**config.mk**
```make
export PLATFORM = sky130hd
export DESIGN_NAME = mem_ctrl_flat
export DESIGN_NICKNAME = d
export VERILOG_FILES = /design/src/rtl/mem_ctrl_if.sv /design/src/rtl/mem_ctrl.sv /design/src/flat_wrapper.sv
export SDC_FILE = /design/constraint.sdc
export NUM_CORES = 1
export LEC_CHECK = 0
export CORE_MARGIN = 3
export CORE_UTILIZATION = 48
export DETAILED_ROUTE_END_ITERATION = 6
export GPL_TIMING_DRIVEN = 0
export PLACE_DENSITY_LB_ADDON = 0.15
export SETUP_SLACK_MARGIN = 0.2
export SLEW_MARGIN = 20
export SYNTH_ARGS = -nofsm -noshare
export SYNTH_HDL_FRONTEND = slang
export SYNTH_SLANG_ARGS = --single-unit
export TNS_END_PERCENT = 1
```
**constraint.sdc**
```tcl
create_clock -name clk -period 4.03 [get_ports clk]
set_clock_uncertainty 0.05 [all_clocks]
set_input_delay 1.209 -clock clk [delete_from_list [all_inputs] [get_ports clk]]
set_output_delay 1.209 -clock clk [all_outputs]
set_load 0.01 [all_outputs]
```
**src/rtl/mem_ctrl_if.sv**
```systemverilog
// Request/response and byte-wide RAM bus signals between the pipeline stages and mem_ctrl.
// The controller takes the slave view; requesters and the RAM model take the master view.
interface mem_ctrl_if;
  logic        if_req;
  logic [31:0] if_addr;
  logic        cancel;
  logic        if_done;
  logic [31:0] if_rdata;
  logic        mem_re;
  logic        mem_we;
  logic [31:0] mem_addr;
  logic [1:0]  mem_width;
  logic [31:0] mem_wdata;
  logic        mem_done;
  logic [31:0] mem_rdata;
  logic [31:0] ram_a;
  logic [7:0]  ram_dout;
  logic        ram_wr;
  logic [7:0]  ram_din;

  modport slave (
    input  if_req, if_addr, cancel, mem_re, mem_we, mem_addr, mem_width, mem_wdata, ram_din,
    output if_done, if_rdata, mem_done, mem_rdata, ram_a, ram_dout, ram_wr
  );

  modport master (
    output if_req, if_addr, cancel, mem_re, mem_we, mem_addr, mem_width, mem_wdata, ram_din,
    input  if_done, if_rdata, mem_done, mem_rdata, ram_a, ram_dout, ram_wr
  );
endinterface

```
**src/rtl/mem_ctrl.sv**
```systemverilog
// Fixed-priority fetch/load/store arbiter that serialises each request into byte cycles
// on a single-port byte-wide RAM and assembles little-endian read data.
module mem_ctrl (
  input  logic       clk,
  input  logic       rst,
  mem_ctrl_if.slave  bus
);

  // state  | meaning
  // IDLE   | waiting for a request; blocked while a done pulse is high
  // IF_RD  | fetch word read, abortable by cancel
  // MEM_RD | load of 1/2/4 bytes
  // MEM_WR | store of 1/2/4 bytes
  typedef enum logic [1:0] {IDLE, IF_RD, MEM_RD, MEM_WR} state_t;

  state_t      state, state_nxt;
  logic [2:0]  cnt, n;
  logic [31:0] base, wdata, rbuf, rbuf_cap;
  logic        if_done, mem_done;
  logic [31:0] if_rdata, mem_rdata;
  logic [31:0] ram_a;
  logic [7:0]  ram_dout;
  logic        ram_wr;
  logic        fetch_abort;

  function automatic logic [2:0] width_n(input logic [1:0] w);
    case (w)
      2'd0:    return 3'd1;
      2'd1:    return 3'd2;
      default: return 3'd4;
    endcase
  endfunction

  assign fetch_abort = (state == IF_RD) && bus.cancel;

  always_ff @(posedge clk) begin
    if (rst) state <= IDLE;
    else     state <= state_nxt;
  end

  always_comb begin
    state_nxt = state;
    ram_a     = 32'd0;
    ram_dout  = 8'd0;
    ram_wr    = 1'b0;
    rbuf_cap  = rbuf;
    case (state)
      IDLE: begin
        if (!(if_done || mem_done)) begin
          if (bus.mem_we)                      state_nxt = MEM_WR;
          else if (bus.mem_re)                 state_nxt = MEM_RD;
          else if (bus.if_req && !bus.cancel)  state_nxt = IF_RD;
        end
      end
      IF_RD, MEM_RD: begin
        if (cnt < n) ram_a = base + {29'd0, cnt};
        // ram_din answers the address driven in the previous cycle
        for (int k = 0; k < 4; k++)
          if (cnt == 3'(k + 1)) rbuf_cap[8*k +: 8] = bus.ram_din;
        if (fetch_abort || cnt == n) state_nxt = IDLE;
      end
      MEM_WR: begin
        if (cnt < n) begin
          ram_wr = 1'b1;
          ram_a  = base + {29'd0, cnt};
          for (int k = 0; k < 4; k++)
            if (cnt == 3'(k)) ram_dout = wdata[8*k +: 8];
        end
        if (cnt == 3'(n - 3'd1)) state_nxt = IDLE;
      end
      default: state_nxt = IDLE;
    endcase
  end

  always_ff @(posedge clk) begin
    if (rst) begin
      cnt       <= 3'd0;
      n         <= 3'd0;
      base      <= 32'd0;
      wdata     <= 32'd0;
      rbuf      <= 32'd0;
      if_done   <= 1'b0;
      mem_done  <= 1'b0;
      if_rdata  <= 32'd0;
      mem_rdata <= 32'd0;
    end else begin
      if_done  <= 1'b0;
      mem_done <= 1'b0;
      case (state)
        IDLE: begin
          if (state_nxt != IDLE) begin
            cnt  <= 3'd0;
            rbuf <= 32'd0;
            if (state_nxt == IF_RD) begin
              base <= bus.if_addr;
              n    <= 3'd4;
            end else begin
              base  <= bus.mem_addr;
              n     <= width_n(bus.mem_width);
              wdata <= bus.mem_wdata;
            end
          end
        end
        IF_RD, MEM_RD: begin
          cnt  <= cnt + 3'd1;
          rbuf <= rbuf_cap;
          if (cnt == n && !fetch_abort) begin
            if (state == IF_RD) begin
              if_done  <= 1'b1;
              if_rdata <= rbuf_cap;
            end else begin
              mem_done  <= 1'b1;
              mem_rdata <= rbuf_cap;
            end
          end
        end
        MEM_WR: begin
          cnt <= cnt + 3'd1;
          if (cnt == 3'(n - 3'd1)) mem_done <= 1'b1;
        end
        default: cnt <= 3'd0;
      endcase
    end
  end

  assign bus.if_done   = if_done;
  assign bus.if_rdata  = if_rdata;
  assign bus.mem_done  = mem_done;
  assign bus.mem_rdata = mem_rdata;
  assign bus.ram_a     = ram_a;
  assign bus.ram_dout  = ram_dout;
  assign bus.ram_wr    = ram_wr;

endmodule
```
**src/flat_wrapper.sv**
```systemverilog
// flat-port wrapper written by rule: the top's interface ports become plain ports
module mem_ctrl_flat 
  (clk, rst, bus_if_req, bus_if_addr, bus_cancel, bus_mem_re, bus_mem_we, bus_mem_addr, bus_mem_width, bus_mem_wdata, bus_ram_din, bus_if_done, bus_if_rdata, bus_mem_done, bus_mem_rdata, bus_ram_a, bus_ram_dout, bus_ram_wr);
  mem_ctrl_if bus_i ();
  input  logic clk;
  input  logic rst;
  input wire logic [$bits(bus_i.if_req)-1:0] bus_if_req;
  input wire logic [$bits(bus_i.if_addr)-1:0] bus_if_addr;
  input wire logic [$bits(bus_i.cancel)-1:0] bus_cancel;
  input wire logic [$bits(bus_i.mem_re)-1:0] bus_mem_re;
  input wire logic [$bits(bus_i.mem_we)-1:0] bus_mem_we;
  input wire logic [$bits(bus_i.mem_addr)-1:0] bus_mem_addr;
  input wire logic [$bits(bus_i.mem_width)-1:0] bus_mem_width;
  input wire logic [$bits(bus_i.mem_wdata)-1:0] bus_mem_wdata;
  input wire logic [$bits(bus_i.ram_din)-1:0] bus_ram_din;
  output wire logic [$bits(bus_i.if_done)-1:0] bus_if_done;
  output wire logic [$bits(bus_i.if_rdata)-1:0] bus_if_rdata;
  output wire logic [$bits(bus_i.mem_done)-1:0] bus_mem_done;
  output wire logic [$bits(bus_i.mem_rdata)-1:0] bus_mem_rdata;
  output wire logic [$bits(bus_i.ram_a)-1:0] bus_ram_a;
  output wire logic [$bits(bus_i.ram_dout)-1:0] bus_ram_dout;
  output wire logic [$bits(bus_i.ram_wr)-1:0] bus_ram_wr;
  assign bus_i.if_req = bus_if_req;
  assign bus_i.if_addr = bus_if_addr;
  assign bus_i.cancel = bus_cancel;
  assign bus_i.mem_re = bus_mem_re;
  assign bus_i.mem_we = bus_mem_we;
  assign bus_i.mem_addr = bus_mem_addr;
  assign bus_i.mem_width = bus_mem_width;
  assign bus_i.mem_wdata = bus_mem_wdata;
  assign bus_i.ram_din = bus_ram_din;
  assign bus_if_done = bus_i.if_done;
  assign bus_if_rdata = bus_i.if_rdata;
  assign bus_mem_done = bus_i.mem_done;
  assign bus_mem_rdata = bus_i.mem_rdata;
  assign bus_ram_a = bus_i.ram_a;
  assign bus_ram_dout = bus_i.ram_dout;
  assign bus_ram_wr = bus_i.ram_wr;
  mem_ctrl u_core (.clk(clk), .rst(rst), .bus(bus_i));
endmodule
```
==> results by group, run 1 <==
Run status
  • Run status: completed

Worst setup path
  • Top delay family on crit path: simple AND/OR/NAND/NOR gates
  • Critical path's largest stage delay: 0.53 ns
  • CP required: 2.77 ns
  • Worst r2r src: u_core.state[1]$_SDFF_PP0_
  • R2r worst-path depth: 10
  • Critical Path AT: 2.68 ns
  • Worst Setup End Kind: output port
  • CP Max Fanout: 8
  • Crit path cell chain: ha_1 > a21o_1 > a21oi_2 > or4_4 > buf_8 > or3_1 > a21oi_1 > buf_2
  • CP Class: flip-flop to output port
  • Flop2flop setup slack: 0.76 ns
  • Crit path max-delay cell type: or4_4
  • WP buf/inv: 2
  • CP Launch Type: flip-flop
  • R2r endpoint: u_core.base[25]$_SDFFE_PP0P_

Power and ir drop
  • Power Density: 605 mW/mm^2
  • Tot Pwr: 6.75 mW
  • Peak supply drop: 0.330 mV
  • Leak: 4.08 nW

Cells and area
  • Nets: 1331
  • Diode count: 0
  • Footprint of the multi-input gates: 0.00423 mm^2
  • Fin util: 69.7%
  • Design Area, Final: 0.0111 mm^2
  • Layout area overhead: 41.1%
  • Filler cell count: 1389
  • Storage cell area: 0.00343 mm^2
  • Fin cells: 1430
  • Share of cells above drive strength 1: 9.88%

Synthesis
  • Post-Syn Area per Cell: 8.25 um^2
  • Synth Area in XOR/XNOR: 3.40%
  • Compound-Gate Fraction of Synth Area: 17.2%
  • Syn nets: 1088
  • Post-Synth Simple-Gate Area: 24.2%
  • Mapped Cells: 958
  • Cell Area, Synth: 0.00790 mm^2
  • Synth Warn #: 0
  • Largest family of logic cells by synthesized area: simple AND/OR/NAND/NOR gates
  • Synth unique cells: 52
  • Sequential cell area fraction in the yosys report: 43.1%
  • Post-synth EDFFs: 0
  • Synth Area in Adders: 2.95%
  • Asr flop ratio synth: 0%
  • Post-synthesis mux area share: 4.05%
  • Top_reg_cell synth: dfxtp_1
  • Post-synthesis register bit count: 170

STA
  • Fin crit period: 3.94 ns
  • Final-report max-slew violation count: 0
  • Final hold vios: 0
  • Setup TNS: 0 ns
  • Max Fclk: 0.254 GHz
  • Fin worst setup slack: 0.0884 ns
  • Worst-Margin Slew: 0.847 ns
  • Endpoints failing setup: 0
  • Slew margin rel.: 43.5%
  • RSZ-0062 raised after global routing: true
  • Final cycle utilization of the critical path: 97.8%
  • Worst hold margin: 0.406 ns

Drt
  • DRT iter0 DRCs: 429
  • Router iterations before antenna repair: 6
  • Vias: 7920
  • Wire per inst: 17.3 um
  • # DRC: 0
  • Final wirelength: 24700 um
  • Post-route ant nets: 0
  • Via/cell ratio: 5.54

Place
  • Area after DPL: 0.0103 mm^2
  • Pre-CTS setup slack: -0.640 ns
  • RePlAce Congestion: 0.837
  • Placed insts: 1391
  • DP HPWL: 17600 um
  • IO Port Bufs: 217

Global route
  • GR Overflow Total: 0
  • Gr usage total: 26.8%
  • Initial antenna violation count: 0
  • Largest net degree at the start of global routing: 17
  • Vias in the first global route: 7683
  • Global-route wire length before repair: 39000 um

Min path
  • Hold Path Class: flip-flop to flip-flop
  • Hold path cells: 2
  • WHS Endpoint: u_core.wdata[23]$_SDFFE_PP0P_
  • Hold path start: u_core.wdata[23]$_SDFFE_PP0P_

Clock network
  • Root buf cell: clkbuf_16
  • Worst-path clk slew: 0.06 ns
  • CTS tree: built
  • Clk sink count: 170
  • CTS Hold Bufs: 0
  • Clk_lat worst skew: 0.43 ns
  • Maximum clock insertion buffer count: 2
  • Num CTS Buffers: 17
  • H-Tree Depth: 4

Floorplan
  • Full die area: 0.0180 mm^2
  • Core area: 0.0160 mm^2
  • Die Ht: 134 um
  • Rows: 46
  • Initial core utilization: 49.4%
  • Ports: 219
  • Overall die width: 134 um

Run
  • MaxCap Viol Count: 0
==> worst register-to-register path, cell delays in order, from the launching register on <==
cell      delay [ns]
dfxtp_1         0.34
inv_1           0.13
ha_1            0.21
clkbuf_1        0.36
o21ai_0         0.16
o32ai_1         0.46
a31oi_2         0.11
a31oi_2         0.39
clkbuf_1        0.44
nor2_1          0.13
nor4_1          0.37
==> cells in the mapped netlist (2+ instances only) <==
cell	number	area (um^2)
nor2b_1	7	43.8
nor4_1	32	200
nand2b_1	3	18.8
buf_1	3	11.3
xor2_1	12	105
nor3_1	45	225
a31oi_2	2	25.0
a21o_1	7	52.6
nand4_1	4	25.0
nor4b_1	2	17.5
o2bb2ai_1	32	280
nor3b_1	3	22.5
o21ai_0	13	65.1
buf_4	7	52.6
buf_6	2	22.5
buf_2	4	20.0
ha_1	17	213
clkbuf_1	58	218
nor2_1	184	691
and3_1	8	50.1
a21oi_1	49	245
or2_2	2	12.5
dfxtp_1	170	3400
or3b_2	4	35.0
or3_1	6	37.5
nand3_1	11	55.1
o211ai_1	2	15.0
nand2_1	107	402
mux2i_1	32	320
inv_1	19	71.3
a211oi_1	64	480
a22oi_1	8	60.1
o21ai_4	3	48.8
xnor2_1	16	140
and4_1	3	26.3
==> cell families (layout without fill, tap and decap cells) <==
group | count (synthesis) | after routing
buf+inv | 94 | 350
fa+ha+maj | 18 | 18
mux | 32 | 32
flops | 170 | 170
xor+xnor | 29 | 29
simple gates | 426 | 426
compound gates | 189 | 189
==> registers in the layout, summed over array words and instances (netlist names) <==
signal	count
u_core.base	32
u_core.bus.if_done	1
u_core.wdata	32
u_core.rbuf	32
u_core.cnt	3
u_core.bus.if_rdata	32
u_core.bus.mem_rdata	32
u_core.bus.mem_done	1
u_core.state	2
u_core.n	3
==> layout by cell type (no fill, tap or decap), types with 16 or more instances in the layout <==
| cell | netlist | layout |
|---|---|---|
| nor2_1 | 184 | 183 |
| clkdlybuf4s50_1 | 0 | 181 |
| dfxtp_1 | 170 | 157 |
| nand2_1 | 107 | 106 |
| a211oi_1 | 64 | 64 |
| a21oi_1 | 49 | 48 |
| clkbuf_1 | 58 | 46 |
| nor3_1 | 45 | 38 |
| mux2i_1 | 32 | 32 |
| nor4_1 | 32 | 32 |
| o2bb2ai_1 | 32 | 32 |
| dlygate4sd2_1 | 0 | 26 |
| inv_1 | 19 | 18 |
| clkbuf_16 | 0 | 17 |
| buf_4 | 7 | 16 |
| xnor2_1 | 16 | 16 |
| ha_1 | 17 | 16 |
==> worst max path at each step <==
stage / startpoint / end / slack, ns / cells after the start
2_1_floorplan: u_core.cnt[0]$_SDFFE_PP0P_ / bus_ram_a[26] / 0.29 / 10
3_3_place_gp: u_core.cnt[0]$_SDFFE_PP0P_ / bus_ram_a[26] / -0.66 / 11
3_5_place_dp: u_core.cnt[0]$_SDFFE_PP0P_ / bus_ram_a[30] / -0.64 / 11
4_1_cts: u_core.cnt[0]$_SDFFE_PP0P_ / bus_ram_a[26] / 0.08 / 11
5_1_grt: u_core.cnt[1]$_SDFFE_PP0P_ / bus_ram_a[29] / 0.02 / 9
6_report: u_core.cnt[1]$_SDFFE_PP0P_ / bus_ram_a[21] / 0.09 / 8
==> layer usage <==
metal	up-vias	track usage, %	share of wire, %
met2	335	42.4	46
li1	3837	-	-
met5	-	0	0
met4	0	7.81	1.5
met3	35	5.89	7.8
met1	3713	36.9	45
==> area by class of cell <==
type | instances | area share, %
clock inverters | 13 | 1.18
flip-flops and latches | 170 | 30.8
multi-input cells | 694 | 37.9
plain buffers | 73 | 3.42
repair buffers | 225 | 19.5
clock buffers | 19 | 4.06
well taps | 216 | 2.42
inverters | 20 | 0.673
==> power by group <==
group          internal [mW]  switching (mW)  total [mW]
Clock                  0.901           0.729        1.63
Combinational           1.13            1.57        2.70
Sequential              2.09           0.324        2.41
Total                   4.12            2.63        6.75
==> what timing repair did <==
item / 4_1_cts / 5_1_grt
buffers inserted: 5 / 3
resized for setup: 114 / 15
pin swaps: 6 / 5
endpoints found under the setup margin: 40 / 37
hold endpoints to repair: 0 / 0
No activity file was read; power rests on OpenSTA's default activity.
==> inputs of run 2 (changes only) <==
CORE_UTILIZATION = 50   (was 48)
CTS_BUF_LIST = sky130_fd_sc_hd__clkbuf_4   (was not set)
CTS_CLUSTER_DIAMETER = 50   (was not set)
==> run 2 against run 1 <==
- the flow now finishes with violations (setup timing)
- critical path depth is 4 higher
- worst hold slack improved by 0.0082 ns
- combinational power rose by 4%
- sequential power is essentially flat
- final area fell by 2.1%
- power fell by 9.2%
- critical path type unchanged
- critical endpoint is now bus_ram_a[24]
- largest cell class unchanged
- largest power group unchanged
==> results by group, run 2 (synthesized netlist as in run 1, its figures left out) <==
STA
  • Fin crit period: 4.04 ns (+0.0980 ns)
  • Endpoints failing setup: 1 (+1)
  • Final hold vios: 0 (unchanged)
  • Max Fclk: 0.248 GHz (-2.4%)
  • Worst-Margin Slew: 0.793 ns (-0.0547 ns)
  • Final-report max-slew violation count: 0 (unchanged)
  • Final cycle utilization of the critical path: 100% (+2.4 points)
  • Fin worst setup slack: -0.00963 ns (-0.0980 ns)
  • Slew margin rel.: 47.1% (+3.6 points)
  • RSZ-0062 raised after global routing: true
  • Setup TNS: -0.00963 ns (-0.00963 ns)

Floorplan
  • Die Ht: 132 um (-1.9%)
  • Initial core utilization: 51.6% (+2.2 points)
  • Ports: 219 (unchanged)
  • Full die area: 0.0173 mm^2 (-3.8%)
  • Overall die width: 132 um (-1.9%)
  • Core area: 0.0153 mm^2 (-4.3%)
  • Rows: 45 (-2.2%)

Cells and area
  • Most common cell after layout, fill and taps aside: nor2_1
  • Storage cell area: 0.00343 mm^2 (about the same)
  • Nets: 1343 (+0.90%)
  • Footprint of the multi-input gates: 0.00423 mm^2 (unchanged)
  • Share of cells above drive strength 1: 11.1% (+1.2 points)
  • Filler cell count: 1284 (-7.6%)
  • Most frequent cells in the layout: 183 x nor2_1, 178 x clkdlybuf4s50_1, 155 x dfxtp_1
  • Layout area overhead: 38.2%
  • Fin util: 71.3% (+1.6 points)

Global route
  • Global-route wire length before repair: 38200 um (-2.2%)
  • Initial antenna violation count: 1 (+1)
  • Gr usage total: 26.9% (+0.11 points)
  • GR Overflow Total: 0 (unchanged)
  • Largest net degree at the start of global routing: 17 (unchanged)
  • Vias in the first global route: 7518 (-2.1%)

Run
  • MaxCap Viol Count: 0 (unchanged)

Min path
  • Hold Path Class: flip-flop to flip-flop
  • Hold path cells: 2 (unchanged)

Drt
  • Final wirelength: 24400 um (-1.3%)
  • Post-route ant nets: 0 (unchanged)
  • Via/cell ratio: 5.51 (-0.46%)
  • Router iterations before antenna repair: 5 (-1)
  • DRT iter0 DRCs: 518 (+21%)
  • # DRC: 0 (unchanged)
  • Vias: 7922 (+0.025%)
  • Wire per inst: 17.0 um (-1.8%)

Power and ir drop
  • Leak: 4.11 nW (+0.66%)
  • Power Density: 561 mW/mm^2 (-7.3%)
  • Tot Pwr: 6.13 mW (-9.2%)
  • Peak supply drop: 0.240 mV (-27%)

Worst setup path
  • R2r worst-path depth: 10 (unchanged)
  • CP Launch Type: flip-flop
  • CP Class: flip-flop to output port
  • Critical Path AT: 2.78 ns (+0.10 ns)
  • CP required: 2.77 ns (about the same)
  • Crit path max-delay cell type: dfxtp_4
  • Crit path top cell by count: buf_4
  • Critical path's largest stage delay: 0.42 ns (-0.11 ns)
  • Worst Setup End Kind: output port
  • CP Max Fanout: 6 (-2)
  • Crit path cell chain: ha_4 > inv_2 > fa_2 > nor2b_4 > o21ba_4 > nor4b_4 > buf_4 > buf_4 > buf_4 > xnor2_1 > nor2_1 > buf_2

Clock network
  • Root buf cell: clkbuf_4
  • Maximum clock insertion buffer count: 2 (unchanged)
  • CTS tree: built
  • H-Tree Depth: 4 (unchanged)
  • Worst-path clk slew: 0.14 ns (+0.08 ns)
  • Clk sink count: 170 (unchanged)
  • Clk_lat worst skew: 0.56 ns (+0.13 ns)
  • Num CTS Buffers: 17 (unchanged)

Run status
  • Failing checks: setup timing
  • Run status: finished with violations

Place
  • DP HPWL: 17600 um (about the same)
  • IO Port Bufs: 217 (unchanged)
  • RePlAce Congestion: 0.845 (+0.93%)
  • Pre-CTS setup slack: -0.699 ns (-0.0593 ns)
[run 2: cell types whose count changed in the layout (fill, tap and decap cells not counted), moves of 3 or more]
cell / previous run / this run
clkbuf_16: 17 / 0
clkbuf_4: 3 / 20
buf_4: 16 / 30
dlymetal6s2s_1: 1 / 6
buf_2: 8 / 12
clkinv_4: 0 / 4
o21ai_0: 10 / 6
o21ai_1: 3 / 7
clkdlybuf4s15_1: 3 / 0
clkdlybuf4s50_1: 181 / 178
clkinvlp_4: 4 / 1
[run 2: through the flow]
stage	hold slack (ns)	area (um^2)	std cells
2_1_floorplan	0.382	7900	958
3_3_place_gp	0.393	10300	1386
3_5_place_dp	0.397	10300	1386
4_1_cts	0.415	10800	1432
5_1_grt	0.430	10900	1437
6_report	0.414	10900	1437
[run 2: routing by layer]
layer  up-vias  routed length [um]  track usage, %  share of wire [%]
met5         -                   0               0                  0
met4         0                 299            7.53                1.2
met3        20                1860            6.05                7.6
met2       316               11100            41.8                 45
met1      3719               11100            37.7                 46
li1       3867                   -               -                  -
[run 2: path summary, 6_finish.rpt]
| kind | slack [ns] | end | startpoint |
|---|---|---|---|
| max reg2reg | 0.83 | u_core.base[30]$_SDFFE_PP0P_ | u_core.state[0]$_SDFF_PP0_ |
| max | -0.01 | bus_ram_a[24] | u_core.cnt[0]$_SDFFE_PP0P_ |
| min | 0.41 | u_core.wdata[18]$_SDFFE_PP0P_ | u_core.wdata[18]$_SDFFE_PP0P_ |
| min reg2reg | 0.41 | u_core.wdata[18]$_SDFFE_PP0P_ | u_core.wdata[18]$_SDFFE_PP0P_ |
[run 2: repair_timing]
| action | in CTS | in global routing |
|---|---|---|
| setup endpoints to repair | 41 | 41 |
| hold buffers | 0 | 0 |
| resized for setup | 112 | 42 |
| pin swaps | 2 | 10 |
| setup buffers | 16 | 4 |
[run 2: layout make-up]
cell class	count	share of cell area [%]
tap	211	2.42
sequential	170	31.5
clock buffer	19	1.31
inverter	20	0.688
timing repair buffer	237	20.8
antenna	1	0.0229
clock inverter	12	1.08
multi-input combinational	694	38.7
buffer	73	3.52
[run 2: critical path, delay by kind of cell (launching register included)]
kind,cells,cell delay (ns)
fa+ha+maj,2,0.55
buf+inv,5,0.55
simple gates,3,0.43
flops,1,0.42
compound gates,1,0.16
xor+xnor,1,0.11
[run 2: report_power, final]
group | switching [mW] | leakage, nW | internal, mW
sequential | 0.295 | 1.39 | 2.09
clock | 0.618 | 0.141 | 0.326
combinational | 1.62 | 2.57 | 1.18
total | 2.53 | 4.11 | 3.60
==> inputs of run 3 (changes only) <==
HOLD_SLACK_MARGIN = 0.02   (was not set)
==> results of run 3 <==
Same layout as run 2: the final DEF is identical, and so are final timing and power.
